File: config.mk
export PLATFORM = sky130hd
export DESIGN_NAME = regfile_ctrl
export DESIGN_NICKNAME = d
export VERILOG_FILES = /design/src/rtl/cpu_pkg.sv /design/src/rtl/imm_ext.sv /design/src/rtl/regfile_ctrl.sv
export SDC_FILE = /design/constraint.sdc
export NUM_CORES = 1
export LEC_CHECK = 0
export BUFFER_PORTS_ARGS = -buffer_cell sky130_fd_sc_hd__buf_2
export CORE_MARGIN = 2
export CORE_UTILIZATION = 45
export CTS_CLUSTER_DIAMETER = 60
export DETAILED_ROUTE_END_ITERATION = 8
export PLACE_DENSITY_LB_ADDON = 0.25
export SETUP_SLACK_MARGIN = 0.5
export SLEW_MARGIN = 20
export SYNTH_ARGS = -nofsm -noshare
export SYNTH_HDL_FRONTEND = slang
export SYNTH_SLANG_ARGS = --single-unit
File: constraint.sdc
create_clock -name clk -period 2.6 [get_ports clk]
set_clock_uncertainty 0.15 [all_clocks]
set_input_delay 0.26 -clock clk [delete_from_list [all_inputs] [get_ports clk]]
set_output_delay 0.26 -clock clk [all_outputs]
set_load 0.02 [all_outputs]
File: src/rtl/cpu_pkg.sv
// rtl/cpu_pkg.sv - shared opcode, state and field definitions for the CPU datapath
//
// Purpose: opcode/OpExt constants, sequencer state encoding, instruction
//          field positions and a legality helper shared by the sequencer.
// Ports:   none (package).
package cpu_pkg;

  localparam logic [3:0] OP_RTYPE = 4'b0000;
  localparam logic [3:0] OP_AND   = 4'b0001;
  localparam logic [3:0] OP_OR    = 4'b0010;
  localparam logic [3:0] OP_XOR   = 4'b0011;
  localparam logic [3:0] OP_ADD   = 4'b0101;
  localparam logic [3:0] OP_SUB   = 4'b1001;
  localparam logic [3:0] OP_CMP   = 4'b1011;
  localparam logic [3:0] OP_MOV   = 4'b1101;
  localparam logic [3:0] OP_LUI   = 4'b1111;

  typedef enum logic [1:0] {
    S_IDLE   = 2'd0,
    S_DECODE = 2'd1,
    S_EXEC   = 2'd2,
    S_WB     = 2'd3
  } state_t;

  localparam int OPC_MSB = 15;
  localparam int OPC_LSB = 12;
  localparam int RD_MSB  = 11;
  localparam int RD_LSB  = 8;
  localparam int EXT_MSB = 7;
  localparam int EXT_LSB = 4;
  localparam int RS_MSB  = 3;
  localparam int RS_LSB  = 0;
  localparam int IMM_MSB = 7;

  // LUI exists only as an immediate form, so R-type callers pass allow_lui=0.
  function automatic logic op_is_legal(input logic [3:0] op, input logic allow_lui);
    case (op)
      OP_AND, OP_OR, OP_XOR, OP_ADD, OP_SUB, OP_CMP, OP_MOV: op_is_legal = 1'b1;
      OP_LUI:  op_is_legal = allow_lui;
      default: op_is_legal = 1'b0;
    endcase
  endfunction

endpackage

File: src/rtl/imm_ext.sv
// rtl/imm_ext.sv - immediate extension for I-type instructions
//
// Purpose: build the 16-bit ALU immediate from Imm[7:0] and the opcode.
// Ports:   i_imm8   in  8   raw immediate field
//          i_opcode in  4   instruction opcode
//          o_imm    out 16  extended immediate (0 for R-type / unknown)
module imm_ext
  import cpu_pkg::*;
(
  input  logic [7:0]  i_imm8,
  input  logic [3:0]  i_opcode,
  output logic [15:0] o_imm
);

  always_comb begin
    o_imm = 16'h0000;
    case (i_opcode)
      OP_ADD, OP_SUB, OP_CMP:         o_imm = {{8{i_imm8[7]}}, i_imm8};
      OP_AND, OP_OR, OP_XOR, OP_MOV:  o_imm = {8'h00, i_imm8};
      OP_LUI:                         o_imm = {i_imm8, 8'h00};
      default:                        o_imm = 16'h0000;
    endcase
  end

endmodule

File: src/rtl/regfile_ctrl.sv
// rtl/regfile_ctrl.sv - register-file access sequencer for the 16x16 datapath
//
// Purpose: accept one instruction, decode it into register-file read
//          addresses and ALU controls, then pulse a one-hot write enable.
// Ports:   clk          in  1      system clock
//          reset        in  1      synchronous active-low reset
//          instr        in  16     instruction word
//          instr_valid  in  1      instr presented
//          instr_ready  out 1      high only in IDLE
//          raddrA       out 4      read address A (Rdest)
//          raddrB       out 4      read address B (Rsrc, 0 for immediates)
//          alu_op       out 4      ALU operation
//          use_imm      out 1      ALU B operand is imm
//          imm          out 16     extended immediate
//          flags_en     out 1      ALU flag load, EXEC only
//          regEnable    out NREGS  one-hot write enable, WB only
//          illegal      out 1      undecodable instruction, EXEC only
module regfile_ctrl
  import cpu_pkg::*;
#(
  parameter int NREGS = 16
) (
  input  logic             clk,
  input  logic             reset,
  input  logic [15:0]      instr,
  input  logic             instr_valid,
  output logic             instr_ready,
  output logic [3:0]       raddrA,
  output logic [3:0]       raddrB,
  output logic [3:0]       alu_op,
  output logic             use_imm,
  output logic [15:0]      imm,
  output logic             flags_en,
  output logic [NREGS-1:0] regEnable,
  output logic             illegal
);

  state_t      r_state;
  state_t      w_next;
  logic [15:0] r_instr;
  logic [15:0] r_imm;
  logic [15:0] w_imm_raw;
  logic        w_accept;
  logic        w_rtype;
  logic [3:0]  w_op;
  logic        w_legal;
  logic        w_flag_op;
  logic        w_has_wb;

  // Extension runs on the incoming word so the registered imm is ready in DECODE.
  imm_ext u_imm_ext (
    .i_imm8   (instr[IMM_MSB:0]),
    .i_opcode (instr[OPC_MSB:OPC_LSB]),
    .o_imm    (w_imm_raw)
  );

  assign w_accept  = (r_state == S_IDLE) && instr_valid;
  assign w_rtype   = (r_instr[OPC_MSB:OPC_LSB] == OP_RTYPE);
  assign w_op      = w_rtype ? r_instr[EXT_MSB:EXT_LSB] : r_instr[OPC_MSB:OPC_LSB];
  assign w_legal   = op_is_legal(w_op, !w_rtype);
  assign w_flag_op = (w_op == OP_ADD) || (w_op == OP_SUB) || (w_op == OP_CMP);
  assign w_has_wb  = w_legal && (w_op != OP_CMP);

  always_ff @(posedge clk) begin
    if (!reset) begin
      r_state <= S_IDLE;
      r_instr <= 16'h0000;
      r_imm   <= 16'h0000;
    end else begin
      r_state <= w_next;
      if (w_accept) begin
        r_instr <= instr;
        r_imm   <= w_imm_raw;
      end
    end
  end

  always_comb begin
    w_next    = r_state;
    flags_en  = 1'b0;
    illegal   = 1'b0;
    regEnable = '0;
    case (r_state)
      S_IDLE:   if (instr_valid) w_next = S_DECODE;
      S_DECODE: w_next = S_EXEC;
      S_EXEC: begin
        flags_en = w_legal && w_flag_op;
        illegal  = !w_legal;
        w_next   = w_has_wb ? S_WB : S_IDLE;
      end
      S_WB: begin
        regEnable = {{(NREGS-1){1'b0}}, 1'b1} << r_instr[RD_MSB:RD_LSB];
        w_next    = S_IDLE;
      end
      default:  w_next = S_IDLE;
    endcase
  end

  // Decode fields come straight from the latch, so they hold until the next accept.
  assign instr_ready = (r_state == S_IDLE);
  assign raddrA      = r_instr[RD_MSB:RD_LSB];
  assign raddrB      = w_rtype ? r_instr[RS_MSB:RS_LSB] : 4'h0;
  assign alu_op      = w_op;
  assign use_imm     = !w_rtype;
  assign imm         = r_imm;

endmodule

---- Word-level counts from Yosys, hierarchy flattened ----
Cells that the tools add are included.
word-level totals
  output and inout bits ................... 48
  memories kept ........................... 0
  bits in registers ....................... 34
  input bits .............................. 19
  memory bits (read-only) ................. 0
  word-level logic and storage cells ...... 47
  bits in latches ......................... 0
  RAM bits ................................ 0
operators by class
  multiply operators ...................... 0
  mux-type cells .......................... 10
  reduce and logical (&&, ||, !) cells .... 12
  div/mod/pow operators ................... 0
  equality and inequality tests ........... 21
  magnitude comparators ................... 0
  add/sub/neg operators ................... 0
  shifts and indexed selects .............. 1
  bitwise logic cells ..................... 0
operators with widths
  kind                  number
  $pmux 16 s3           1
  $eq 4x4->1 const B    8
  $eq 4x2->1 const B    4
  $mux 16               1
  $shl 1x4->16 const A  1
  $eq 4x1->1 const B    2
  $eq 4x3->1 const B    2
  $mux 4                2
  $pmux 2 s4            1
  $reduce_or 7->1       1
  $eq 2x2->1 const B    2
  $logic_not 4->1       1
  $mux 2                2
  $ne 4x4->1 const B    1
  $reduce_or 4->1       1
  $logic_and 1x1->1     3
  $reduce_or 3->1       1
  $eq 2x1->1 const B    1
  $logic_not 1->1       2
  $logic_not 2->1       1
  $logic_or 1x1->1      2
  $mux 1                2
  $ne 2x2->1 const B    1
  $pmux 1 s2            1

---- Longest topological paths before layout ----
  word-level depth ........................ 8
  depth in mapped cells ................... 6
  mapped depth without buffers ............ 5

---- Cells and area by module ----
A second synthesis with hierarchy kept.
unflattened totals
  cell total of the unflattened synthesis .. 247
  area total of the unflattened synthesis .. 1,848.0 um2
modules (own cells, without submodules)
  module        instances  cells an instance  sequential area each (um2)  area an instance (um2)
  regfile_ctrl  1          216                680.7                       1,636.6
  imm_ext       1          31                 0.0                         211.5

---- Least setup slack after synthesis ----
No wires, ideal clock.
  path type ............................... reg-to-output
  start ................................... reg r_instr[14]
  end ..................................... out flags_en
  stages on the path, launching flop included .. 6
  slack ................................... 0.673 ns
  data required time ...................... 2.190 ns
  data arrival time ....................... 1.517 ns
  cell sequence ........................... dfxtp_1 -> buf_6 -> nor2_1 -> a31o_1 -> or3b_1 -> a211oi_2
between the ends
  word-level cells in the longest chain between the ends .. 7
  elaborated cells between the ends (all ways) .. 17
ends and longest elaborated chain
  element                                                     line                               RTL
  start, declared                                             regfile_ctrl.sv:40                 logic [15:0] r_instr;
  start signal, assigned                                      regfile_ctrl.sv:72                 r_instr <= instr;
  $logic_not 4->1 (*)                                         regfile_ctrl.sv:58                 assign w_rtype = (r_instr[OPC_MSB:OPC_LSB] == OP_RTYPE);
  $mux 4 (*)                                                  regfile_ctrl.sv:59                 assign w_op = w_rtype ? r_instr[EXT_MSB:EXT_LSB] : r_instr[OPC_MSB:OPC_LSB];
  named net alu_op[3]                                         regfile_ctrl.sv:30                 output logic [3:0] alu_op,
  $eq 4x3->1, or another cell as far along                    cpu_pkg.sv:37, regfile_ctrl.sv:61
  $reduce_or 7->1 / $logic_or 1x1->1 (equally long branches)  cpu_pkg.sv:37, regfile_ctrl.sv:61
  $pmux 1 s2 / $logic_or 1x1->1 (equally long branches)       cpu_pkg.sv:37, regfile_ctrl.sv:61
  $logic_and 1x1->1 (*)                                       regfile_ctrl.sv:87                 flags_en = w_legal && w_flag_op;
  $mux 1 (*)                                                  regfile_ctrl.sv:83                 case (r_state)
  end, declared                                               regfile_ctrl.sv:33                 output logic flags_en,
Mark *: on every way through the listed nets, which the timed path passes. The rest lies on a longest branch.

---- Worst setup path in the final report ----
  start ................................... reg r_instr[13]
  end ..................................... out flags_en
between the ends
  word-level cells in the longest chain between the ends .. 7
  elaborated cells between the ends (all ways) .. 17
ends and longest elaborated chain
  element                                                     line
  $logic_not 4->1                                             regfile_ctrl.sv:58
  $mux 4                                                      regfile_ctrl.sv:59
  $eq 4x3->1, or another cell as far along                    cpu_pkg.sv:37, regfile_ctrl.sv:61
  $reduce_or 7->1 / $logic_or 1x1->1 (equally long branches)  cpu_pkg.sv:37, regfile_ctrl.sv:61
  $pmux 1 s2 / $logic_or 1x1->1 (equally long branches)       cpu_pkg.sv:37, regfile_ctrl.sv:61
  $logic_and 1x1->1 (*)                                       regfile_ctrl.sv:87
  $mux 1 (*)                                                  regfile_ctrl.sv:83
Every way passes the cells marked *; elsewhere a longest branch is shown, timed or not.

==> impl_metrics.toml <==
[clock_network]
insertion_delay_ns = 0.29
clock-sinks = 34
cts-root-buf = "clkbuf_8"
htreeDepth = 2
clk_pin_slew_ns = 0.07
cts_buffers = 5
postCtsHoldBufs = 0
cts_tree = "built"
clk_path_buf_depth = 2

[layout]
ff_latch_area_um2 = 698
multi_input_area_um2 = 910
drive_gt1_frac = 0.355
nNetsFinal = 300
antenna-diode-count = 0
nFillCells = 361
area_growth_pct = 28.3

[sta]
fmax_mhz = 478
finalSetupViolCount = 0
tightest_slew_ns = 0.557
hold_viol_final = 0
slew_headroom = 0.625
finalCriticalPeriod_ns = 2.09
finalSetupTns_ns = 0
rsz0062_at_grt = "yes"
slew_violations = 0
period_share = 0.805

[global_route]
gr-total-overflow = 0
grt_pass1_vias = 1467
antenna_found_initial = 0
grt.total_usage = 0.198
grt_pass1_wl_um = 6470
grt_max_degree = 33

[detailed_routing]
vias_per_cell = 5.16
antenna_left = 0
wire_per_inst_um = 12.5
drt-total-wl_um = 4130
vias = 1702
dr.pass1.iters = 4
first_iter_violations = 44
post-route-drc-count = 0

[hold_path]
hp-class = "in -> reg"
whs_endpoint = "r_instr[8]$_SDFFE_PN0P_"
holdPathStages = 3
hold_path.startpoint = "instr[8]"

[placed_design]
hpwlAfterDp_um = 2930
place_congestion = 0.821
io_buffers = 66

[worst_setup_path]
r2r_start = "r_state[0]$_SDFFE_PN0P_"
r2r-end = "imm[3]$_SDFFE_PN0P_"
path_cells = "nor2_4 > a31oi_2 > or3b_1 > a211oi_2 > buf_4"
cp.required_ns = 2.19
critPathSlowestCell = "or3b_1"
reg2reg_depth = 5
critPathMaxFanout = 7
path_class = "reg -> out"
startpoint_type = "register"
regToRegSetupSlack_ns = 0.83
cpPeakStageDelay_ns = 0.41
cp-end-kind = "primary output"
crit_arrival_ns = 1.68

[synth]
synth_area_um2 = 1700
yosys_warnings = 0
synth.distinct_cells = 38
synth-async-reset-ratio = 0
ys_seq_elements = 34
syn_avg_cell_area_um2 = 7.75
synth_nets = 238
synth_enable_flop_cells = 0
synth_ff_type = "dfxtp_1"
syn_inst = 219
ys_seq_area_frac = 0.401

[floorplanning]
initial_utilization = 0.467
core-area_um2 = 3630
die_w_um = 65.4
rows = 22
die_area_um2 = 4280
die_h_um = 65.4
ioPinCount = 67

[run_status]
outcome = "complete, no violations"

[run]
timing.max_cap.violations = 0

[power_and_ir_drop]
vdd_drop_max_uv = 486
power.density_nw_per_um2 = 562
p_leak_nw = 0.982
finalPower_mw = 1.22
-- report_power, final --
group	internal [mW]	total, mW	switching (mW)	leakage [nW]
logic	0.0907	0.246	0.156	0.653
registers	0.550	0.581	0.0313	0.281
clock network	0.213	0.396	0.183	0.0482
total	0.854	1.22	0.370	0.982
-- final cells by class --
type,instances,share of cell area
clock buffers,7,0.0396
flip-flops and latches,34,0.321
well taps,48,0.0276
clock inverters,1,0.00230
repair buffers,72,0.173
multi-input cells,157,0.418
inverters,11,0.0190
-- synth_stat cells, drive strengths merged, types with 4 or more instances --
library cell / number / area share
nand3: 15 / 0.044
buf: 11 / 0.044
a21oi: 8 / 0.024
dfxtp: 34 / 0.40
o21ai: 9 / 0.027
nand2: 47 / 0.10
inv: 11 / 0.024
clkbuf: 6 / 0.013
a21boi: 26 / 0.11
and2: 5 / 0.021
nor3: 4 / 0.012
nor2: 15 / 0.033
-- critical path, delay by kind of cell, from the launching register on --
| kind | cells | cell delay, ns |
|---|---|---|
| DFF | 1 | 0.38 |
| and+or+nand+nor | 2 | 0.54 |
| buffers and inverters | 1 | 0.17 |
| AOI/OAI and AO/OA | 2 | 0.31 |
-- worst max path at each step --
| stage | cells past startpoint | slack, ns | from | endpoint |
|---|---|---|---|---|
| floorplan | 5 | 0.67 | r_instr[14]$_SDFFE_PN0P_ | flags_en |
| global placement | 5 | 0.73 | r_instr[15]$_SDFFE_PN0P_ | flags_en |
| detailed placement | 5 | 0.68 | r_instr[15]$_SDFFE_PN0P_ | flags_en |
| CTS | 5 | 0.49 | r_instr[12]$_SDFFE_PN0P_ | flags_en |
| global route | 5 | 0.46 | r_instr[13]$_SDFFE_PN0P_ | flags_en |
| finish | 5 | 0.51 | r_instr[13]$_SDFFE_PN0P_ | flags_en |
-- logic make-up (layout without fill, tap and decap cells) --
| kind of cell | count (synthesis) | after routing | share of synthesized area |
|---|---|---|---|
| simple gates | 100 | 100 | 0.277 |
| flops | 34 | 34 | 0.401 |
| compound gates | 56 | 56 | 0.235 |
| xor+xnor | 1 | 1 | 0.00516 |
| buf+inv | 28 | 91 | 0.0818 |
-- cell usage in the layout (no fill, tap or decap), types with 4 or more instances in the layout --
master    Yosys  final
nand2_1      47     47
nor2_1       15     13
a21boi_0     25     25
dfxtp_1      34     28
dfxtp_4       0      4
o21ai_0       9      9
inv_1        10      9
nand3_1      15     15
buf_2         3     65
nor3_1        4      4
a21oi_1       8      8
clkbuf_8      0      6
buf_4         6      7
and2_2        4      4
-- state kept, by name (all words and copies together), names as in the netlist --
| register | cells |
|---|---|
| r_instr | 16 |
| r_state | 2 |
| imm | 16 |
-- what timing repair did --
item                                    in CTS  in global routing
buffers inserted                             2                  1
gates resized for setup                     13                  6
endpoints found under the setup margin       2                  4
pin swaps                                    0                  1
-- layer usage --
layer,vias up,track usage,part of all wire
met5,-,0,0
met4,0,0.0781,0.015
met3,6,0.0634,0.073
met2,62,0.324,0.45
met1,769,0.240,0.46
li1,865,-,-
-- metrics by stage --
stage	hold slack, ns	utilization	instances	setup slack, ns	area, µm²
global placement	0.296	0.554	319	0.725	2010
global route	0.0768	0.600	330	0.458	2180
finish	0.0754	0.600	330	0.507	2180
floorplan	0.245	-	219	0.673	1700
CTS	0.0683	0.593	329	0.489	2150
detailed placement	0.303	0.554	319	0.683	2010
No activity file was read; power rests on OpenSTA's default activity.
